File: config.mk
export PLATFORM = sky130hd
export DESIGN_NAME = seg7_scan_driver_flat
export DESIGN_NICKNAME = d
export VERILOG_FILES = /design/src/rtl/seg7_scan_driver_if.sv /design/src/rtl/seg7_scan_driver.sv /design/src/flat_wrapper.sv
export SDC_FILE = /design/constraint.sdc
export NUM_CORES = 1
export LEC_CHECK = 0
export BUFFER_PORTS_ARGS = -buffer_cell sky130_fd_sc_hd__buf_2
export CORE_MARGIN = 5
export CORE_UTILIZATION = 40
export DETAILED_ROUTE_END_ITERATION = 16
export GPL_TIMING_DRIVEN = 0
export PLACE_DENSITY = 0.68
export SKIP_LAST_GASP = 1
export SLEW_MARGIN = 20
export SYNTH_ARGS = -nofsm -noshare
export SYNTH_HDL_FRONTEND = slang
export SYNTH_SLANG_ARGS = --single-unit
File: constraint.sdc
create_clock -name clk -period 2.4 [get_ports clk]
set_input_delay 0.48 -clock clk [delete_from_list [all_inputs] [get_ports clk]]
set_output_delay 0.48 -clock clk [all_outputs]
set_load 0.02 [all_outputs]
File: src/rtl/seg7_scan_driver_if.sv
`default_nettype none
// ============================================================================
// Module      : seg7_scan_driver_if
// Description : Bus bundle for the multi-digit seven-segment scan driver.
//               Carries the load/data/mode inputs and the display outputs.
//               master : the agent that loads words and selects modes
//               slave  : the scan driver itself
//   load        1         capture Data_in on the next rising clock edge
//   Data_in     4*DIGITS  nibble word, nibble 0 is the least significant
//   dec_mode    1         1 = decimal (nibbles 10..15 show a dash)
//   blank_lz    1         1 = blank leading zero digits
//   outDisplay  7         segments {g,f,e,d,c,b,a}, active-low
//   an          DIGITS    anode enables, active-low, one-hot-low
//   OUTbinario  4*DIGITS  currently held word
//   frame       1         one-cycle end-of-scan pulse
// Revision    : 1.0 - initial release
// ============================================================================
interface seg7_scan_driver_if #(
    parameter int DIGITS = 4
);
    logic                  load;
    logic [4*DIGITS-1:0]   Data_in;
    logic                  dec_mode;
    logic                  blank_lz;
    logic [6:0]            outDisplay;
    logic [DIGITS-1:0]     an;
    logic [4*DIGITS-1:0]   OUTbinario;
    logic                  frame;

    modport master (
        output load,
        output Data_in,
        output dec_mode,
        output blank_lz,
        input  outDisplay,
        input  an,
        input  OUTbinario,
        input  frame
    );

    modport slave (
        input  load,
        input  Data_in,
        input  dec_mode,
        input  blank_lz,
        output outDisplay,
        output an,
        output OUTbinario,
        output frame
    );
endinterface
`default_nettype wire

File: src/rtl/seg7_scan_driver.sv
`default_nettype none
// ============================================================================
// Module      : seg7_scan_driver
// Description : Parametrised time-multiplexed seven-segment driver. Latches a
//               DIGITS-wide nibble word on load and scans it onto one shared
//               active-low segment bus, one active-low anode per digit, with
//               hex/decimal modes, leading-zero blanking and a frame strobe.
//   clk  in  system clock, rising-edge
//   rst  in  synchronous active-high reset
//   bus  slave modport of seg7_scan_driver_if (load, Data_in, dec_mode,
//        blank_lz in; outDisplay, an, OUTbinario, frame out)
// Parameters  : DIGITS      number of digits, 1..8
//               REFRESH_DIV cycles each digit stays lit, >= 2
// Revision    : 1.0 - initial release
// ============================================================================
module seg7_scan_driver #(
    parameter int DIGITS      = 4,
    parameter int REFRESH_DIV = 50000
) (
    input  wire logic          clk,
    input  wire logic          rst,
    seg7_scan_driver_if.slave  bus
);

    localparam int c_CNT_W = (REFRESH_DIV > 1) ? $clog2(REFRESH_DIV) : 1;
    localparam int c_IDX_W = (DIGITS > 1) ? $clog2(DIGITS) : 1;

    localparam logic [c_CNT_W-1:0] c_RCNT_LAST = c_CNT_W'(REFRESH_DIV - 1);
    localparam logic [c_IDX_W-1:0] c_IDX_LAST  = c_IDX_W'(DIGITS - 1);

    // Segment patterns, {g,f,e,d,c,b,a}, active-low
    localparam logic [6:0] c_SEG_DASH  = 7'b0111111;
    localparam logic [6:0] c_SEG_BLANK = 7'b1111111;

    logic [4*DIGITS-1:0] r_held;
    logic [c_CNT_W-1:0]  r_rcnt;
    logic [c_IDX_W-1:0]  r_idx;
    logic                r_frame;

    logic [3:0]          w_nib;
    logic                w_lead_zero;
    logic [DIGITS-1:0]   w_zero_from;
    logic                w_run_zero;
    logic [6:0]          w_hex_seg;
    logic [6:0]          w_seg;

    // ------------------------------------------------------------------
    // Held word, refresh divider, digit index and frame strobe.
    // Loading never touches the scan state, so a load mid-scan only
    // changes what the currently lit digit shows.
    // ------------------------------------------------------------------
    always_ff @(posedge clk) begin
        if (rst) begin
            r_held  <= '0;
            r_rcnt  <= '0;
            r_idx   <= '0;
            r_frame <= 1'b0;
        end else begin
            if (bus.load) begin
                r_held <= bus.Data_in;
            end

            r_frame <= 1'b0;
            if (r_rcnt == c_RCNT_LAST) begin
                r_rcnt <= '0;
                if (r_idx == c_IDX_LAST) begin
                    r_idx   <= '0;
                    r_frame <= 1'b1;
                end else begin
                    r_idx <= r_idx + c_IDX_W'(1);
                end
            end else begin
                r_rcnt <= r_rcnt + c_CNT_W'(1);
            end
        end
    end

    // ------------------------------------------------------------------
    // w_zero_from[k] is set when nibbles k..DIGITS-1 are all zero, built
    // from the top digit downwards. Dash nibbles are >= 10 and therefore
    // naturally count as nonzero.
    // ------------------------------------------------------------------
    always_comb begin
        w_run_zero  = 1'b1;
        w_zero_from = '0;
        for (int k = DIGITS - 1; k >= 0; k--) begin
            w_run_zero     = w_run_zero & (r_held[4*k +: 4] == 4'h0);
            w_zero_from[k] = w_run_zero;
        end
    end

    // Select the lit digit's nibble and its leading-zero flag with an
    // explicit compare per digit so non-power-of-two DIGITS stay in range.
    always_comb begin
        w_nib       = 4'h0;
        w_lead_zero = 1'b0;
        for (int k = 0; k < DIGITS; k++) begin
            if (r_idx == c_IDX_W'(k)) begin
                w_nib       = r_held[4*k +: 4];
                w_lead_zero = (k != 0) && w_zero_from[k];
            end
        end
    end

    always_comb begin
        w_hex_seg = c_SEG_BLANK;
        case (w_nib)
            4'h0:    w_hex_seg = 7'b1000000;
            4'h1:    w_hex_seg = 7'b1111001;
            4'h2:    w_hex_seg = 7'b0100100;
            4'h3:    w_hex_seg = 7'b0110000;
            4'h4:    w_hex_seg = 7'b0011001;
            4'h5:    w_hex_seg = 7'b0010010;
            4'h6:    w_hex_seg = 7'b0000010;
            4'h7:    w_hex_seg = 7'b1111000;
            4'h8:    w_hex_seg = 7'b0000000;
            4'h9:    w_hex_seg = 7'b0010000;
            4'hA:    w_hex_seg = 7'b0001000;
            4'hB:    w_hex_seg = 7'b0000011;
            4'hC:    w_hex_seg = 7'b1000110;
            4'hD:    w_hex_seg = 7'b0100001;
            4'hE:    w_hex_seg = 7'b0000110;
            4'hF:    w_hex_seg = 7'b0001110;
            default: w_hex_seg = c_SEG_BLANK;
        endcase
    end

    // Blanking wins over everything; decimal mode replaces letters by a dash.
    always_comb begin
        w_seg = w_hex_seg;
        if (bus.blank_lz && w_lead_zero) begin
            w_seg = c_SEG_BLANK;
        end else if (bus.dec_mode && (w_nib >= 4'd10)) begin
            w_seg = c_SEG_DASH;
        end
    end

    // The anode stays active for a blanked digit; only segments go dark.
    assign bus.an         = ~(DIGITS'(1) << r_idx);
    assign bus.outDisplay = w_seg;
    assign bus.OUTbinario = r_held;
    assign bus.frame      = r_frame;

endmodule
`default_nettype wire

File: src/flat_wrapper.sv
// flat-port wrapper written by rule: the top's interface ports become plain ports
module seg7_scan_driver_flat 
#(
    parameter int DIGITS      = 4,
    parameter int REFRESH_DIV = 50000
)
  (clk, rst, bus_load, bus_Data_in, bus_dec_mode, bus_blank_lz, bus_outDisplay, bus_an, bus_OUTbinario, bus_frame);
  seg7_scan_driver_if #(.DIGITS(DIGITS)) bus_i ();
  input  wire logic clk;
  input  wire logic rst;
  input wire logic [$bits(bus_i.load)-1:0] bus_load;
  input wire logic [$bits(bus_i.Data_in)-1:0] bus_Data_in;
  input wire logic [$bits(bus_i.dec_mode)-1:0] bus_dec_mode;
  input wire logic [$bits(bus_i.blank_lz)-1:0] bus_blank_lz;
  output wire logic [$bits(bus_i.outDisplay)-1:0] bus_outDisplay;
  output wire logic [$bits(bus_i.an)-1:0] bus_an;
  output wire logic [$bits(bus_i.OUTbinario)-1:0] bus_OUTbinario;
  output wire logic [$bits(bus_i.frame)-1:0] bus_frame;
  assign bus_i.load = bus_load;
  assign bus_i.Data_in = bus_Data_in;
  assign bus_i.dec_mode = bus_dec_mode;
  assign bus_i.blank_lz = bus_blank_lz;
  assign bus_outDisplay = bus_i.outDisplay;
  assign bus_an = bus_i.an;
  assign bus_OUTbinario = bus_i.OUTbinario;
  assign bus_frame = bus_i.frame;
  seg7_scan_driver #(.DIGITS(DIGITS), .REFRESH_DIV(REFRESH_DIV)) u_core (.clk(clk), .rst(rst), .bus(bus_i));
endmodule
Word-level counts from Yosys, hierarchy flattened
Memory sizes are Yosys's and may differ from the RTL's.
Index checks and enable logic that the tools add are counted.
Widths: inputs -> output; s select.
{"block": "op_classes", "addsub": 2, "magnitude_cmp": 1, "n_eq_ne": 4, "shift": 1, "mux": 11, "bitwise": 4, "n_reduce_logical": 8}
{"operator": "$add 16x1->16 const B", "n": 1}
{"operator": "$eq 16x16->1 const B", "n": 1}
{"operator": "$mux 4", "n": 4}
{"operator": "$mux 7", "n": 2}
{"operator": "$logic_not 4->1", "n": 3}
{"operator": "$eq 2x2->1 const B", "n": 2}
{"operator": "$ge 4x4->1 const B", "n": 1}
{"operator": "$mux 1", "n": 4}
{"operator": "$not 4->4", "n": 1}
{"operator": "$reduce_or 2->1", "n": 2}
{"operator": "$shl 1x2->4 const A", "n": 1}
{"operator": "$add 2x1->2 const B", "n": 1}
{"operator": "$and 1x1->1", "n": 2}
{"operator": "$eq 2x1->1 const B", "n": 1}
{"operator": "$logic_and 1x1->1", "n": 2}
{"operator": "$logic_not 2->1", "n": 1}
{"operator": "$mux 2", "n": 1}
{"operator": "$not 1->1", "n": 1}
{"block": "totals", "reg_bits": 35, "rom_bits": 112, "out_inout_bits": 28, "word_cells": 36, "n_memories": 1}
{"memory": "(name not given)", "depth": 16, "width": 7, "rd": 1, "rd_clocked_by_memory_dff": 0, "wr": 0, "line": "seg7_scan_driver.sv:107", "source": "case (w_nib)"}

Logic depth before layout (Yosys ltp)
Gate-level depths: netlist (run 1).
{"block": "depth", "word_depth": 9, "depth_mapped": 11, "mapped_depth_nobuf": 10}

Least setup slack after synthesis (run 1)
Ideal clock, no wire load.
{"block": "synth_timing", "path_kind": "flip-flop to output port", "start": "register u_core.r_idx[0]", "end": "output port bus_outDisplay[1]", "t_arrival_ns": 2.287, "path_slack_ns": -0.367, "stages_incl_launch_ff": 10, "path_buffers": 1, "path_cell_list": "dfxtp_1 ha_1 buf_6 a211oi_1 a221oi_2 inv_1 ha_1 o311ai_2 o21a_4 o211ai_1"}
{"block": "synth_via", "elab_chain_cells": 9}
{"element": "start, declared", "line": "seg7_scan_driver.sv:37", "source": "logic [c_IDX_W-1:0] r_idx;"}
{"element": "start signal, assigned", "line": "seg7_scan_driver.sv:70", "source": "r_idx <= r_idx + c_IDX_W'(1);"}
{"element": "$logic_not 2->1", "line": "seg7_scan_driver.sv:98", "source": "if (r_idx == c_IDX_W'(k)) begin"}
{"element": "$mux 4 (4 in a row)", "line": "seg7_scan_driver.sv:98"}
{"element": "$ge 4x4->1", "line": "seg7_scan_driver.sv:133", "source": "end else if (bus.dec_mode && (w_nib >= 4'd10)) begin"}
{"element": "$logic_and 1x1->1", "line": "seg7_scan_driver.sv:133"}
{"element": "$mux 7", "line": "seg7_scan_driver.sv:133"}
{"element": "$mux 7 *", "line": "seg7_scan_driver.sv:131", "source": "if (bus.blank_lz && w_lead_zero) begin"}
{"element": "end, declared", "line": "flat_wrapper.sv:15", "source": "output wire logic [$bits(bus_i.outDisplay)-1:0] bus_outDisplay;"}
Every way passes the cells marked *; elsewhere a longest branch is shown, timed or not.

Final worst setup path (run 1)
{"block": "layout_timing", "start": "register u_core.r_idx[1]", "end": "output port bus_outDisplay[5]"}
The elaborated chain is that of the path after synthesis.

==> results of run 1 <==
-- flip-flops by register name, summed over array words and instances, names as in the netlist --
name and cells:
u_core.r_idx 2, u_core.r_rcnt 16, u_core.bus.OUTbinario 16, u_core.bus.frame 1
-- cells in the final DEF (no fill, tap or decap), types with 3 or more instances in the layout --
master     n
ha_4       6
clkbuf_1   5
nor3b_2    3
buf_4     13
inv_1     12
buf_6      3
buf_2     45
nor2_1    35
mux2i_1   18
nand4_1    3
clkbuf_8   5
nand3b_1   4
o211ai_1   3
ha_1       3
xnor2_1    7
a211oi_2   3
nand3_1    5
nor3_1     5
nand2_1   14
dfxtp_1   33
a21oi_1    3
xor2_1     7
-- where the power goes --
| group | switching, W | total, W | leakage [nW] | internal [W] |
|---|---|---|---|---|
| Clock | 0.000203 | 0.000406 | 0.0422 | 0.000203 |
| Sequential | 0.0000199 | 0.000619 | 0.287 | 0.000599 |
| Combinational | 0.000131 | 0.000238 | 0.786 | 0.000106 |
| Total | 0.000354 | 0.00126 | 1.12 | 0.000909 |
-- worst max-delay path by stage --
stage | slack [ns] | cells past startpoint | to
finish | -0.49 | 10 | bus_outDisplay[5]
global route | -0.62 | 10 | bus_outDisplay[1]
CTS | -0.50 | 10 | bus_outDisplay[5]
detailed placement | -0.53 | 10 | bus_outDisplay[5]
global placement | -0.51 | 10 | bus_outDisplay[4]
floorplan | -0.22 | 9 | bus_outDisplay[1]
-- logic make-up after synthesis --
family                   count (synthesis)  share of synthesized area, %
buffers and inverters                   25                          6.13
AO/OA/AOI/OAI                           26                          12.1
flip-flops                              35                          35.8
adder cells (fa/ha/maj)                 11                          7.02
multiplexers                            19                          9.77
AND/OR/NAND/NOR                         86                          22.9
XOR/XNOR                                14                          6.26
-- per-stage QoR --
| stage | setup TNS (ns) | area [um2] | hold slack, ns |
|---|---|---|---|
| finish | -3.27 | 2590 | 0.427 |
| global route | -4.18 | 2590 | 0.432 |
| CTS | -3.32 | 2570 | 0.418 |
| detailed placement | -3.27 | 2320 | 0.454 |
| global placement | -3.15 | 2320 | 0.447 |
| floorplan | -1.09 | 2000 | 0.430 |
-- synth_stat cells (2+ instances only) --
cell      count  area (um2)
nand3b_1      4        30.0
buf_6         3        33.8
o21ai_1       2        10.0
buf_2         2        10.0
nand4_1       3        18.8
mux2i_1      18         180
a221oi_2      3        45.0
dfxtp_1      35         701
nand3_1       5        25.0
nand2_1      14        52.6
nor3b_2       2        25.0
nor4_1        2        12.5
clkbuf_1      3        11.3
nor2_1       35         131
a211oi_1      5        37.5
or2b_1        2        15.0
nor3b_1       2        15.0
o211ai_1      3        22.5
and3_1        2        12.5
xnor2_1       7        61.3
ha_1         11         138
o221ai_2      2        30.0
inv_1        15        56.3
xor2_1        7        61.3
o21ai_0       2        10.0
a21oi_1       3        15.0
nor3_1        5        25.0
-- metal layers --
metal  share of wire, %  vias up  global-route usage, %
met1                 48      737                   19.1
met3                6.3        5                   4.18
met4               0.87        0                   6.76
met2                 45       32                   23.8
li1                   -      874                      -
met5                  0        -                      0
-- worst min-delay path: cells and delay by family --
family | cells | cell delay (ns)
simple gates | 1 | 0.07
buf+inv | 1 | 0.07
mux | 1 | 0.05
-- cell type report --
| type | instances | area, um2 | area share [%] |
|---|---|---|---|
| Clock inverter | 1 | 5.00 | 0.193 |
| Clock buffer | 7 | 76.3 | 2.94 |
| Buffer | 8 | 58.8 | 2.27 |
| Timing Repair Buffer | 57 | 324 | 12.5 |
| Inverter | 16 | 65.1 | 2.51 |
| Multi-Input combinational cell | 156 | 1270 | 49.0 |
| Sequential cell | 35 | 708 | 27.3 |
| Tap cell | 67 | 83.8 | 3.23 |
-- repair_timing --
action / in CTS / in global routing
setup endpoints to repair: 7 / 7
setup buffers: 9 / 1
cloned: 0 / 0
resized for setup: 21 / 4
hold endpoints to repair: 0 / 0
pin swaps: 8 / 7
hold buffers: 0 / 0
==> out/qor.txt, run 1 <==
CP startpoint kind: register
Final Hold Fails: 0
# DRC: 0
Final cell count without fillers: 347
CP top delay family: compound AO/OA/AOI/OAI gates
Peak VDD IR: 0.450 mV
Initial Util: 41.2%
Post-Syn Instances: 216
FP Rows: 25
Leakage power: 1.12 nW
Asr flop ratio synth: 0%
Drt first pass iters: 4
Status: finished, violations left
Gpl congestion: 0.815
Area growth, synth to finish: 32.3%
Pin count of the biggest net entering global routing: 11
Slew HR: 65.9%
Crit path time final: 2.89 ns
R2R depth: 6
Crit path top cell by count: ha_4
I/O pin total: 49
Critical Path Start: u_core.r_idx[1]$_SDFFE_PP0N_
Dpl hpwl: 3300 um
Failing checks: negative setup slack
Hold Path End: u_core.bus.OUTbinario[2]$_SDFFE_PP0P_
CP Capture Type: output port
Hold path start: bus_Data_in[2]
Worst path slowest cell: dfxtp_4
Hold path cells: 3
Layout Utilization: 54.5%
CP required: 1.92 ns
Wire per inst: 12.7 um
Worst min path class: input port to register
Synthesized area: 0.00196 mm2
Number of global-route vias before repair: 1,602
Initial antenna violation count: 0
CTS H-tree depth: 2
Dpl cells: 330
Clock transition at path regs: 0.07 ns
RSZ-0062 raised after global routing: yes
Peak fanout along the critical path: 7
Post-Route WL: 4390 um
Total number of vias: 1,648
Total Routing Usage GR: 15.1%
Sink Count: 35
DR vias/cell: 4.75
ANT cells: 0
FF-to-FF End: u_core.r_rcnt[8]$_SDFF_PP0_
Slew Viols, Final: 0
Die Span X: 80.0 um
Fmax: 346 MHz
Synth Flop Type: dfxtp_1
Peak per-stage delay on the critical path: 0.38 ns
Clk_skew: 0.00499 ns
Post-synth EDFFs: 0
R2r setup slk: 0.65 ns
Layout Nets: 311
Yosys cell types: 46
Worst slew pin tran: 0.511 ns
Die area: 0.00640 mm2
CP arrival: 2.41 ns
Post-route clock period utilization: 120%
Post-synthesis sequential area ratio: 35.8%
FILL cells: 467
Crit Reg-Reg Startpoint: u_core.r_rcnt[0]$_SDFF_PP0_
Worst-path cell chain: inv_4 -> ha_4 -> nand3b_1 -> a221oi_4 -> inv_2 -> ha_4 -> o311ai_4 -> o21a_4 -> o211ai_1 -> buf_4
Synth warnings: 0
Syn Nets: 248
Pre-CTS setup slack: -0.527 ns
Iter 0 DRT Violations: 59
Die Y: 80.0 um
Core outline area: 0.00475 mm2
Min setup slack post-route: -0.486 ns
Pwr dens: 487 mW/mm2
Total power: 0.00126 W
TritonCTS clock tree: done
Share of cells above drive strength 1: 36.4%
Kind of critical path: register to output port
Num CTS Buffers: 5
Longest Clk Path Bufs: 2
Input/output buffers: 47
Max Cap Violations: 0
Yosys reg bits: 35
Global route total overflow: 0
Clk_lat worst skew: 0.28 ns
CTS root buffer: clkbuf_8
Antenna-violating nets left: 0
First-pass GRT wire length: 7650 um
Buffer and inverter count on the worst path: 3
Avg Inst Size Synth: 9.07 um2
Final setup viols: 7
Power figures use the tool's default switching activity.
==> run 2, diff against run 1 <==
--- a/config.mk
+++ b/config.mk
@@ -11,6 +11,7 @@
 export DETAILED_ROUTE_END_ITERATION = 16
 export GPL_TIMING_DRIVEN = 0
 export PLACE_DENSITY = 0.68
+export RECOVER_POWER = 100
 export SKIP_LAST_GASP = 1
 export SLEW_MARGIN = 20
 export SYNTH_ARGS = -nofsm -noshare
==> out/qor.txt, run 2 (synthesis results as in run 1) <==
RSZ-0062 raised after global routing: yes (unchanged)
Min setup slack post-route: -0.482 ns (was -0.486 ns)
DP Area: 0.00232 mm2 (unchanged)
Final setup viols: 7 (unchanged)
Die area: 0.00640 mm2 (unchanged)
Num CTS Buffers: 5 (unchanged)
CP required: 1.92 ns (about the same)
Most frequent cells in the layout: nor2_1 (35), dfxtp_1 (33), buf_2 (26) (was buf_2 (45), nor2_1 (35), dfxtp_1 (33))
Area growth, synth to finish: 31.1% (was 32.3%)
# DRC: 0 (unchanged)
Clk_lat worst skew: 0.28 ns (about the same)
CTS root buffer: clkbuf_8 (unchanged)
Clk_skew: 0.00475 ns (was 0.00499 ns)
Drt first pass iters: 4 (unchanged)
FF-to-FF End: u_core.r_rcnt[8]$_SDFF_PP0_ (unchanged)
Worst slew pin tran: 0.704 ns (was 0.511 ns)
Antenna-violating nets left: 0 (unchanged)
Worst min path class: input port to register (unchanged)
Fin Hold WS: 0.429 ns (was 0.427 ns)
Total Routing Usage GR: 15.1% (unchanged)
Post-Route WL: 4420 um (was 4390 um)
Fmax: 347 MHz (was 346 MHz)
Initial Util: 41.2% (unchanged)
Commonest non-fill, non-tap cell in the layout: nor2_1 (was buf_2)
Iter 0 DRT Violations: 51 (was 59)
Sink Count: 35 (unchanged)
Share of cells above drive strength 1: 29.6% (was 36.4%)
Wire per inst: 12.7 um (about the same)
Hold path cells: 3 (unchanged)
Die Y: 80.0 um (unchanged)
Pwr dens: 490 mW/mm2 (was 487 mW/mm2)
Die Span X: 80.0 um (unchanged)
R2R depth: 6 (unchanged)
Total number of vias: 1,649 (was 1,648)
Kind of critical path: register to output port (unchanged)
Initial antenna violation count: 0 (unchanged)
I/O pin total: 49 (unchanged)
Clock transition at path regs: 0.07 ns (about the same)
ANT cells: 0 (unchanged)
Slew HR: 53.1% (was 65.9%)
Peak VDD IR: 0.450 mV (about the same)
Status: finished, violations left (unchanged)
Layout Utilization: 54.0% (was 54.5%)
R2r setup slk: 0.65 ns (about the same)
Core outline area: 0.00475 mm2 (unchanged)
Crit path time final: 2.88 ns (was 2.89 ns)
First-pass GRT wire length: 7650 um (unchanged)
Dpl hpwl: 3300 um (unchanged)
Pin count of the biggest net entering global routing: 11 (unchanged)
Failing checks: negative setup slack (unchanged)
FILL cells: 474 (was 467)
Max Cap Violations: 0 (unchanged)
FP Rows: 25 (unchanged)
CTS H-tree depth: 2 (unchanged)
Post-route cell area: 0.00257 mm2 (was 0.00259 mm2)
Input/output buffers: 47 (unchanged)
CP startpoint kind: register (unchanged)
Layout Nets: 311 (unchanged)
Gpl congestion: 0.815 (unchanged)
CP Capture Type: output port (unchanged)
Hold Path End: u_core.bus.OUTbinario[2]$_SDFFE_PP0P_ (unchanged)
Leakage power: 1.05 nW (was 1.12 nW)
DR vias/cell: 4.75 (about the same)
Longest Clk Path Bufs: 2 (unchanged)
Crit Reg-Reg Startpoint: u_core.r_rcnt[0]$_SDFF_PP0_ (unchanged)
Post-route setup TNS: -3.26 ns (was -3.27 ns)
Slew Viols, Final: 0 (unchanged)
Peak fanout along the critical path: 7 (unchanged)
Global route total overflow: 0 (unchanged)
TritonCTS clock tree: done (unchanged)
Hold path start: bus_Data_in[2] (unchanged)
Total power: 0.00126 W (about the same)
CP arrival: 2.40 ns (was 2.41 ns)
Post-route clock period utilization: 120% (about the same)
Final Hold Fails: 0 (unchanged)
Number of global-route vias before repair: 1,602 (unchanged)
run 2: how the worst max path moves through the flow:
stage | slack, ns | start | to | cells after the start
after floorplan | -0.22 | u_core.r_idx[1]$_SDFFE_PP0N_ | bus_outDisplay[1] | 9
after global placement | -0.51 | u_core.r_idx[1]$_SDFFE_PP0N_ | bus_outDisplay[4] | 10
after detailed placement | -0.53 | u_core.r_idx[1]$_SDFFE_PP0N_ | bus_outDisplay[5] | 10
after CTS | -0.50 | u_core.r_idx[1]$_SDFFE_PP0N_ | bus_outDisplay[5] | 10
after global routing | -0.62 | u_core.r_idx[1]$_SDFFE_PP0N_ | bus_outDisplay[1] | 10
final | -0.48 | u_core.r_idx[1]$_SDFFE_PP0N_ | bus_outDisplay[5] | 10
run 2: through the flow:
stage	cells	setup WS (ns)
after global routing	347	-0.618
final	347	-0.482
after detailed placement	330	-0.527
after floorplan	216	-0.222
after CTS	346	-0.499
after global placement	330	-0.514
run 2: report_power, final:
group	leakage [nW]	switching [W]	total, W	internal (W)
logic	0.716	0.000131	0.000234	0.000102
clock network	0.0422	0.000203	0.000407	0.000203
registers	0.287	0.0000206	0.000620	0.000599
run 2: worst max-delay path, stage by stage (launching register included):
cell and delay [ns]:
dfxtp_4 0.38, inv_4 0.05, ha_4 0.17, nand3b_1 0.21, a221oi_4 0.31, inv_2 0.09, ha_4 0.17, o311ai_4 0.26
o21a_4 0.22, o211ai_1 0.09, buf_4 0.16
run 2: layout make-up:
| cell class | count | area (um2) | area share (%) |
|---|---|---|---|
| clock buffers | 7 | 76.3 | 2.97 |
| inverters | 16 | 65.1 | 2.53 |
| clock inverters | 1 | 5.00 | 0.195 |
| multi-input cells | 156 | 1270 | 49.5 |
| well taps | 67 | 83.8 | 3.26 |
| repair buffers | 57 | 302 | 11.7 |
| plain buffers | 8 | 57.6 | 2.24 |
| flip-flops and latches | 35 | 708 | 27.6 |
run 2: timing repair:
item                                    in CTS  in global routing
endpoints found under the hold margin        0                  0
resized for setup                           21                  4
endpoints found under the setup margin       7                  7
hold buffers                                 0                  0
pin swaps                                    8                  7
buffers inserted                             9                  1
run 2: per-layer routing:
layer	track usage (%)	wire length, um	vias up	share of wire (%)
met4	6.76	38	0	0.86
met1	19.1	2100	736	47
met2	23.8	1980	34	45
met5	0	0	-	0
li1	-	-	874	-
met3	4.18	301	5	6.8
